$ cat config.mk
export PLATFORM = sky130hd
export DESIGN_NAME = xadc_mux_scan_sequencer
export DESIGN_NICKNAME = d
export VERILOG_FILES = /design/src/rtl/xadc_mux_scan_sequencer.sv
export SDC_FILE = /design/constraint.sdc
export NUM_CORES = 1
export LEC_CHECK = 0
export BUFFER_PORTS_ARGS = -buffer_cell sky130_fd_sc_hd__buf_4
export CORE_UTILIZATION = 48
export DETAILED_ROUTE_END_ITERATION = 8
export PLACE_DENSITY_LB_ADDON = 0.1
export SLEW_MARGIN = 20
export SYNTH_ARGS = -nofsm -noshare
export SYNTH_HDL_FRONTEND = slang
export SYNTH_SLANG_ARGS = --single-unit
export TNS_END_PERCENT = 5
$ cat constraint.sdc
create_clock -name S_AXI_ACLK -period 6.05 [get_ports S_AXI_ACLK]
set_clock_uncertainty 0.15 [all_clocks]
set_input_delay 0.9075 -clock S_AXI_ACLK [delete_from_list [all_inputs] [get_ports S_AXI_ACLK]]
set_output_delay 0.9075 -clock S_AXI_ACLK [all_outputs]
set_load 0.01 [all_outputs]
$ cat src/rtl/xadc_mux_scan_sequencer.sv
// xadc_mux_scan_sequencer
// Steps the external analog mux over the enabled channels, waits for the
// mux output to settle, waits for a fresh XADC end-of-conversion, reads the
// VP/VN result over DRP and emits one tagged 12-bit sample per channel.
// Optional build macro: THRESHOLD_EN adds the threshold input and the
// per-channel spike_vec flags (result >= threshold).
module xadc_mux_scan_sequencer #(
    parameter int         NUM_CH        = 16,
    parameter int         SETTLE_CYCLES = 100,
    parameter int         EOC_TIMEOUT   = 4096,
    parameter logic [6:0] DRP_ADDR      = 7'h03
) (
    input  logic              S_AXI_ACLK,
    input  logic              S_AXI_ARESETN,
`ifdef THRESHOLD_EN
    input  logic [11:0]       threshold,
    output logic [NUM_CH-1:0] spike_vec,
`endif
    input  logic              start,
    input  logic              continuous,
    input  logic [NUM_CH-1:0] ch_mask,
    input  logic              eoc,
    input  logic              drp_drdy,
    input  logic [15:0]       drp_do,
    output logic [3:0]        mux_addr,
    output logic              drp_den,
    output logic [6:0]        drp_daddr,
    output logic              result_wr,
    output logic [3:0]        result_ch,
    output logic [11:0]       result_data,
    output logic              result_err,
    output logic              busy,
    output logic              scan_done
);

    localparam int SCW = $clog2(SETTLE_CYCLES + 1);
    localparam int TOW = $clog2(EOC_TIMEOUT + 1);

    typedef enum logic [2:0] {
        ST_IDLE, ST_SETTLE, ST_WAIT_EOC, ST_DRP_REQ, ST_DRP_WAIT, ST_WRITE
    } state_t;

    state_t            state_q, state_d;
    logic [NUM_CH-1:0] mask_q, mask_d;
    logic [3:0]        mux_addr_q, mux_addr_d;
    logic [SCW-1:0]    settle_cnt_q, settle_cnt_d;
    logic [TOW-1:0]    to_cnt_q, to_cnt_d;
    logic              drp_den_q, drp_den_d;
    logic              result_wr_q, result_wr_d;
    logic [3:0]        result_ch_q, result_ch_d;
    logic [11:0]       result_data_q, result_data_d;
    logic              result_err_q, result_err_d;
    logic              busy_q, busy_d;
    logic              scan_done_q, scan_done_d;
    // Where WRITE goes next: decided on entry so scan_done/busy line up
    // with the last result_wr.
    logic              go_q, go_d;
    logic [3:0]        next_ch_q, next_ch_d;
`ifdef THRESHOLD_EN
    logic [NUM_CH-1:0] spike_vec_q, spike_vec_d;
`endif

    logic        enter_write;
    logic [11:0] wr_data;
    logic        wr_err;
    logic [4:0]  nxt_in_scan;   // {found, channel} above current channel
    logic [4:0]  first_in_new;  // {found, channel} lowest in live ch_mask

    // Low nibble of drp_do is below the 12-bit result and is not used.
    logic unused_drp_lsb;
    assign unused_drp_lsb = ^drp_do[3:0];

    // Lowest set bit of m strictly above index 'after' (-1 = from bit 0).
    function automatic logic [4:0] find_ch(input logic [NUM_CH-1:0] m,
                                           input int after);
        logic [4:0] r;
        r = '0;
        for (int i = NUM_CH - 1; i >= 0; i--) begin
            if (m[i] && i > after) r = {1'b1, 4'(i)};
        end
        return r;
    endfunction

    // Next-state and registered-output logic for the scan FSM.
    always_comb begin
        state_d       = state_q;
        mask_d        = mask_q;
        mux_addr_d    = mux_addr_q;
        settle_cnt_d  = settle_cnt_q;
        to_cnt_d      = to_cnt_q;
        drp_den_d     = 1'b0;
        result_wr_d   = 1'b0;
        result_ch_d   = result_ch_q;
        result_data_d = result_data_q;
        result_err_d  = result_err_q;
        busy_d        = busy_q;
        scan_done_d   = 1'b0;
        go_d          = go_q;
        next_ch_d     = next_ch_q;
        enter_write   = 1'b0;
        wr_data       = 12'hFFF;
        wr_err        = 1'b1;
        nxt_in_scan   = find_ch(mask_q, int'(mux_addr_q));
        first_in_new  = find_ch(ch_mask, -1);
`ifdef THRESHOLD_EN
        spike_vec_d   = spike_vec_q;
`endif

        case (state_q)
            ST_IDLE: begin
                if (start) begin
                    mask_d = ch_mask;
                    if (first_in_new[4]) begin
                        mux_addr_d   = first_in_new[3:0];
                        settle_cnt_d = SCW'(SETTLE_CYCLES);
                        busy_d       = 1'b1;
                        state_d      = ST_SETTLE;
                    end else begin
                        scan_done_d = 1'b1;
                    end
                end
            end
            ST_SETTLE: begin
                // eoc is ignored here: any conversion in flight predates the mux change
                if (settle_cnt_q == '0) begin
                    to_cnt_d = '0;
                    state_d  = ST_WAIT_EOC;
                end else begin
                    settle_cnt_d = settle_cnt_q - 1'b1;
                end
            end
            ST_WAIT_EOC: begin
                if (eoc) begin
                    drp_den_d = 1'b1;
                    state_d   = ST_DRP_REQ;
                end else if (to_cnt_q == TOW'(EOC_TIMEOUT - 1)) begin
                    enter_write = 1'b1;
                end else begin
                    to_cnt_d = to_cnt_q + 1'b1;
                end
            end
            ST_DRP_REQ: begin
                state_d = ST_DRP_WAIT;
            end
            ST_DRP_WAIT: begin
                if (drp_drdy) begin
                    enter_write = 1'b1;
                    wr_data     = drp_do[15:4];
                    wr_err      = 1'b0;
                end
            end
            ST_WRITE: begin
                if (go_q) begin
                    mux_addr_d   = next_ch_q;
                    settle_cnt_d = SCW'(SETTLE_CYCLES);
                    state_d      = ST_SETTLE;
                end else begin
                    state_d = ST_IDLE;
                end
            end
            default: state_d = ST_IDLE;
        endcase

        if (enter_write) begin
            state_d       = ST_WRITE;
            result_wr_d   = 1'b1;
            result_ch_d   = mux_addr_q;
            result_data_d = wr_data;
            result_err_d  = wr_err;
            if (nxt_in_scan[4]) begin
                go_d      = 1'b1;
                next_ch_d = nxt_in_scan[3:0];
            end else begin
                scan_done_d = 1'b1;
                if (continuous) begin
                    mask_d    = ch_mask;
                    go_d      = first_in_new[4];
                    next_ch_d = first_in_new[3:0];
                    busy_d    = first_in_new[4];
                end else begin
                    go_d   = 1'b0;
                    busy_d = 1'b0;
                end
            end
`ifdef THRESHOLD_EN
            for (int i = 0; i < NUM_CH; i++) begin
                if (4'(i) == mux_addr_q)
                    spike_vec_d[i] = !wr_err && (wr_data >= threshold);
            end
`endif
        end
    end

    // State and output registers; reset aborts a scan without any strobe.
    always_ff @(posedge S_AXI_ACLK or negedge S_AXI_ARESETN) begin
        if (!S_AXI_ARESETN) begin
            state_q       <= ST_IDLE;
            mask_q        <= '0;
            mux_addr_q    <= '0;
            settle_cnt_q  <= '0;
            to_cnt_q      <= '0;
            drp_den_q     <= 1'b0;
            result_wr_q   <= 1'b0;
            result_ch_q   <= '0;
            result_data_q <= '0;
            result_err_q  <= 1'b0;
            busy_q        <= 1'b0;
            scan_done_q   <= 1'b0;
            go_q          <= 1'b0;
            next_ch_q     <= '0;
`ifdef THRESHOLD_EN
            spike_vec_q   <= '0;
`endif
        end else begin
            state_q       <= state_d;
            mask_q        <= mask_d;
            mux_addr_q    <= mux_addr_d;
            settle_cnt_q  <= settle_cnt_d;
            to_cnt_q      <= to_cnt_d;
            drp_den_q     <= drp_den_d;
            result_wr_q   <= result_wr_d;
            result_ch_q   <= result_ch_d;
            result_data_q <= result_data_d;
            result_err_q  <= result_err_d;
            busy_q        <= busy_d;
            scan_done_q   <= scan_done_d;
            go_q          <= go_d;
            next_ch_q     <= next_ch_d;
`ifdef THRESHOLD_EN
            spike_vec_q   <= spike_vec_d;
`endif
        end
    end

    assign mux_addr    = mux_addr_q;
    assign drp_den     = drp_den_q;
    assign drp_daddr   = DRP_ADDR;
    assign result_wr   = result_wr_q;
    assign result_ch   = result_ch_q;
    assign result_data = result_data_q;
    assign result_err  = result_err_q;
    assign busy        = busy_q;
    assign scan_done   = scan_done_q;
`ifdef THRESHOLD_EN
    assign spike_vec   = spike_vec_q;
`endif

endmodule

==> impl_metrics.csv, run 1 <==
group,metric,value,unit
timing,slew_viol_final,0,
setup_path,cp.arrival,3.16,ns
finish,seq_area,1700,µm²
grt,grt_max_degree,69,
floorplanning,die_y,90.7,µm
setup_path,r2r-end,"mask_q[15]",
logic_synthesis,synth_top_area_share,0.450,
logic_synthesis,synthAdderAreaFrac,0.00993,
clock_network,clk_pin_slew_worst_paths,0.08,ns
power,p_leak,0.00199,µW
logic_synthesis,synth_xor_area_frac,0.0301,
logic_synthesis,synth_top_family_by_area,"simple AND/OR/NAND/NOR gates",
logic_synthesis,synth_edf_count,0,
clock_network,h-tree-depth,3,
floorplanning,die_area,8230,µm²
route,viasPerCell,5.63,
route,first_pass_iters,4,
floorplanning,fp.dieW,90.7,µm
logic_synthesis,synth_area_leaders,"dfrtp_1 45%, nor2_1 4.2%, mux2_4 4.0%",
logic_synthesis,synth_top_flop_cell,"dfrtp_1",
power,peakVddDrop,257,µV
clock_network,cts_root_buffer,"clkbuf_8",
placement,dpl-instance-area,4230,µm²
logic_synthesis,synth_commonest_cells,"68 x dfrtp_1, 42 x nor2_1, 24 x nand2_1, 19 x a21oi_1, 15 x nand3_1",
logic_synthesis,synth-compound-area-share,0.167,
finish,stdcell_area,4450,µm²
grt,first_global_vias,2879,
finish,nets,469,
route,vias,2993,
grt,grt.met3_usage,0.0379,
placement,place_hpwl,5.82,mm
floorplanning,rows,31,
clock_network,ctsResizeCount,0,
route,drc,0,
logic_synthesis,ys_ff_latch,68,
finish,multi_input_area,1930,µm²
logic_synthesis,yosysMostFrequentCell,"dfrtp_1",
grt,grt_use_total,0.212,
timing,worst_pin_slew,0.994,ns
setup_path,worstSetupEndpointType,"flop",
logic_synthesis,synth.distinct_cells,68,
route,drt_wl_total,8.36,mm
hold_path,hp-class,"reg2reg",
logic_synthesis,yosys.area.top_type,"dfrtp_1",
finish,nFillCells,671,
logic_synthesis,async_flop_share,1.00,
setup_path,worst_r2r_path_depth,6,
route,first_iter_violations,189,
floorplanning,io_pins,70,
setup_path,setup.worst_path.start_class,"flop",
clock_network,clk_latency,0.35,ns
setup_path,crit_fanout,22,
clock_network,hold_buffers,0,
finish,drive_gt1_frac,0.252,
placement,place_congestion,0.823,
timing,rsz0062_at_grt,"no",
timing,hold_violations,0,
clock_network,clk_path_buf_depth,2,
setup_path,r2r_start,"state_q[2]",
timing,final-setup-viol-count,0,
setup_path,rrSetupSlack,2.96,ns
route,wire_per_inst,15.7,µm
grt,antenna_found_initial,0,
grt,gr-max-usage-layer,"met2",
clock_network,numCtsBuffers,9,
logic_synthesis,yosys.area_share.simple,0.210,
logic_synthesis,synth_mux_area_frac,0.0831,
finish,stdcell_count,532,
hold_path,min_path_cells,1,
clock_network,cts.sinks,68,
logic_synthesis,syn_area_per_cell,10.1,µm²
placement,placedCellCount,516,
finish,areaGrowthSynthToFinish,17.7,%
floorplanning,fp.coreArea,7450,µm²
grt,grtUsageMet2,0.328,
grt,grtUsageMet1,0.293,
setup_path,required,6.13,ns
finish,antennaDiodeCount,0,
placement,port_buffers,58,
power,p_per_area,442,nW/µm²
route,ant_nets,0,
hold_path,hold_path_end,"result_data[1]",
timing,period_share,0.510,
timing,tns,0,ns
status,status,"complete, no violations",
logic_synthesis,synth_area,3780,µm²
setup_path,crit_type,"reg2reg",
clock_network,cts_tree,"done",
job,drv_cap,0,
timing,timing.fmax,0.324,GHz
logic_synthesis,syn_inst,375,
timing,final.min_clock_period,3.09,ns
logic_synthesis,yosysWarnings,0,
logic_synthesis,ys_seq_area_frac,0.450,
clock_network,cts_setup_buffers,0,
hold_path,min_from,"result_data[1]",
grt,grt_pass1_wl,14.0,mm
grt,overflow,0,
timing,relSlewSlack,0.337,
floorplanning,initial_utilization,0.508,
==> critical path: stages (launching register included) <==
cell	delay [ns]
dfrtp_1	0.66
nor2_1	0.46
nand3b_1	0.21
o41ai_4	0.38
nand2_1	0.15
o21ai_4	0.55
mux2_2	0.40
==> area by class of cell <==
cell class / count / area share
Sequential cell: 68 / 0.382
Clock inverter: 6 / 0.0200
Multi-Input combinational cell: 280 / 0.433
Clock buffer: 10 / 0.0287
Inverter: 10 / 0.00843
Timing Repair Buffer: 59 / 0.0995
Tap cell: 99 / 0.0278
==> logic make-up (layout without fill, tap and decap cells) <==
kind of cell,Yosys count,in the layout
simple gates,149,149
compound gates,83,83
flops,68,68
buf+inv,32,85
mux,25,25
xor+xnor,13,13
fa+ha+maj,3,3
other cells,2,7
==> cell usage in the layout, fill, tap and decap left out, types with 9 or more instances in the layout <==
cell       n
o22a_1    13
nand3_1   15
mux2_2    11
nand2b_1  10
nand2_1   24
mux2_4    10
o21ai_0    9
inv_1     10
nor3_1    12
clkbuf_8   9
a21oi_1   19
xnor2_1   10
nor2_1    42
buf_4     59
dfrtp_1   68
==> power by group <==
part	total (µW)	internal, µW	switching, µW
clock	408	232	176
sequential	798	614	185
combinational	759	406	353
total	1970	1250	714
==> routing by layer <==
layer	vias to the layer above	share of wire
li1	1453	-
met4	0	0.019
met5	-	0
met1	1461	0.49
met3	14	0.042
met2	65	0.45
==> how the worst max path moves through the flow <==
stage	endpoint	from	slack (ns)
6_report	mask_q[15]	state_q[2]	2.96
5_1_grt	mask_q[15]	state_q[2]	2.81
4_1_cts	mask_q[15]	state_q[2]	2.99
3_5_place_dp	settle_cnt_q[6]	ch_mask[3]	2.78
3_3_place_gp	settle_cnt_q[6]	ch_mask[8]	2.87
2_1_floorplan	settle_cnt_q[6]	ch_mask[7]	3.46
==> metrics by stage <==
step                hold WS [ns]   util  setup slack [ns]  power (µW)
finish                     0.343  0.598              2.96        1970
detailed placement         0.329  0.569              2.78        1560
floorplan                  0.323      -              3.46        1320
global placement           0.323  0.569              2.87        1540
global route               0.360  0.598              2.81        2100
CTS                        0.347  0.598              2.99        1970
==> flip-flops by register name, indices dropped and copies added, names as in the netlist <==
signal,cells
to_cnt_q,13
result_ch,4
scan_done,1
result_data,12
drp_den,1
settle_cnt_q,7
busy,1
result_err,1
go_q,1
result_wr,1
state_q,3
next_ch_q,4
mux_addr,4
mask_q,15
Note: power is estimated with default switching activity, not from simulation.
==> run 2, diff against run 1 <==
clock period = 3 ns   (was 6.05 ns; I/O delays follow)
==> run 2 against run 1 <==
Net effect:
- cell area up 0.79%
- flip-flop and latch count unchanged
- register-to-register slack worse by 2.7 ns
- worst hold slack worse by 0.27 ns
- power up 96%
- via count up 3.0%
- combinational power up 110%
- critical path depth up 1
- global-route usage up 0.86 points
- critical path type unchanged
==> impl_metrics.csv, run 2 (synthesized netlist as in run 1, its figures left out) <==
group,metric,value,unit
grt,grt_pass1_wl,14.5,mm
clock_network,cts_tree,"done",
route,drc,0,
finish,seq_area,1700,µm²
timing,worst_slack,0.228,ns
clock_network,cts.sinks,68,
setup_path,rrSetupSlack,0.23,ns
floorplanning,rows,31,
placement,dpl-instance-area,4320,µm²
finish,multi_input_area,1930,µm²
power,p_leak,0.00204,µW
setup_path,required,3.08,ns
floorplanning,initial_utilization,0.508,
placement,place_hpwl,6.02,mm
finish,final_cell_mix,"70 x buf_4, 68 x dfrtp_1, 42 x nor2_1, 24 x nand2_1, 19 x a21oi_1",
clock_network,clk_path_buf_depth,2,
finish,antennaDiodeCount,0,
power,p_per_area,859,nW/µm²
clock_network,clk_latency,0.35,ns
timing,worst_pin_slew,0.976,ns
setup_path,cp.arrival,2.85,ns
finish,layout_commonest_cell,"buf_4",
timing,rsz0062_at_grt,"no",
power,peakVddDrop,543,µV
finish,stdcell_area,4490,µm²
grt,antenna_found_initial,0,
route,ant_nets,0,
setup_path,r2r_start,"mux_addr[2]",
clock_network,hold_buffers,0,
route,drt_wl_total,8.55,mm
clock_network,clk_pin_slew_worst_paths,0.07,ns
route,wire_per_inst,15.8,µm
setup_path,setup.worst_path.start_class,"flop",
setup_path,crit_end,"mask_q[15]",
finish,areaGrowthSynthToFinish,18.7,%
setup_path,worst_r2r_path_depth,7,
clock_network,cts_root_buffer,"clkbuf_8",
route,vias,3082,
placement,post-place-ws,0.245,ns
clock_network,h-tree-depth,3,
finish,nFillCells,663,
route,viasPerCell,5.69,
timing,relSlewSlack,0.349,
placement,place_congestion,0.808,
timing,period_share,0.924,
clock_network,ctsResizeCount,0,
setup_path,cp.depth,7,
floorplanning,die_y,90.7,µm
job,drv_cap,0,
finish,regMostFlops,"mask_q",
setup_path,slowest_delay,0.70,ns
timing,hold_violations,0,
timing,tns,0,ns
setup_path,cp_num_buf_inv,1,
setup_path,critPathSlowestCell,"dfrtp_1",
placement,port_buffers,58,
setup_path,crit_fanout,17,
floorplanning,fp.coreArea,7450,µm²
grt,grt_use_total,0.221,
timing,slew_viol_final,0,
finish,largest_reg_flops,15,
clock_network,numCtsBuffers,9,
timing,final-setup-viol-count,0,
finish,drive_gt1_frac,0.266,
setup_path,r2r-end,"mask_q[15]",
timing,whs,0.0760,ns
grt,first_global_vias,2985,
floorplanning,die_area,8230,µm²
placement,placedCellCount,527,
route,first_iter_violations,172,
floorplanning,io_pins,70,
setup_path,crit_type,"reg2reg",
grt,grt_max_degree,69,
floorplanning,fp.dieW,90.7,µm
finish,nets,480,
grt,overflow,0,
timing,final.min_clock_period,2.77,ns
setup_path,crit_path_start,"mux_addr[2]",
setup_path,worstSetupEndpointType,"flop",
setup_path,crit_chain,"o21bai_1 > a21oi_2 > a2111oi_4 > nand2_4 > o21ai_4 > buf_4 > mux2_2",
status,status,"complete, no violations",
timing,timing.fmax,0.361,GHz
clock_network,cts_setup_buffers,0,
route,first_pass_iters,5,
hold_path,hp-class,"in2async",
setup_path,critPathTopFamily,"compound AO/OA/AOI/OAI gates",
finish,stdcell_count,542,
## run 2: final cells by class
| class | count | share of cell area |
|---|---|---|
| multi-input combinational | 280 | 0.430 |
| timing repair buffer | 70 | 0.117 |
| sequential | 68 | 0.379 |
| clock inverter | 2 | 0.00223 |
| inverter | 10 | 0.00837 |
| tap | 99 | 0.0276 |
| clock buffer | 13 | 0.0354 |
## run 2: worst min path at each step
stage | from | end | slack, ns | cells after the start
floorplan | S_AXI_ARESETN | busy | 0.004 | 0
global placement | result_data[9] | result_data[9] | 0.32 | 1
detailed placement | result_data[4] | result_data[4] | 0.33 | 1
CTS | S_AXI_ARESETN | mask_q[1] | 0.1 | 1
global route | S_AXI_ARESETN | mask_q[8] | 0.14 | 1
finish | S_AXI_ARESETN | mask_q[8] | 0.08 | 1
## run 2: report_power, final
part | internal (µW) | switching (µW)
logic | 843 | 740
clock network | 339 | 334
registers | 1240 | 357
total | 2420 | 1430
## run 2: layer usage
layer	vias to the layer above	routed length, µm	share of wire	global-route usage
met5	-	0	0	0
met4	0	95	0.011	0.0551
met3	10	410	0.048	0.0547
met2	79	3900	0.46	0.342
met1	1518	4140	0.48	0.309
li1	1475	-	-	-
## run 2: per-stage QoR
stage / total power [µW] / utilization
after floorplan: 2650 / -
after detailed placement: 3180 / 0.580
after global routing: 4120 / 0.602
final: 3850 / 0.602
after CTS: 3870 / 0.602
after global placement: 3130 / 0.580
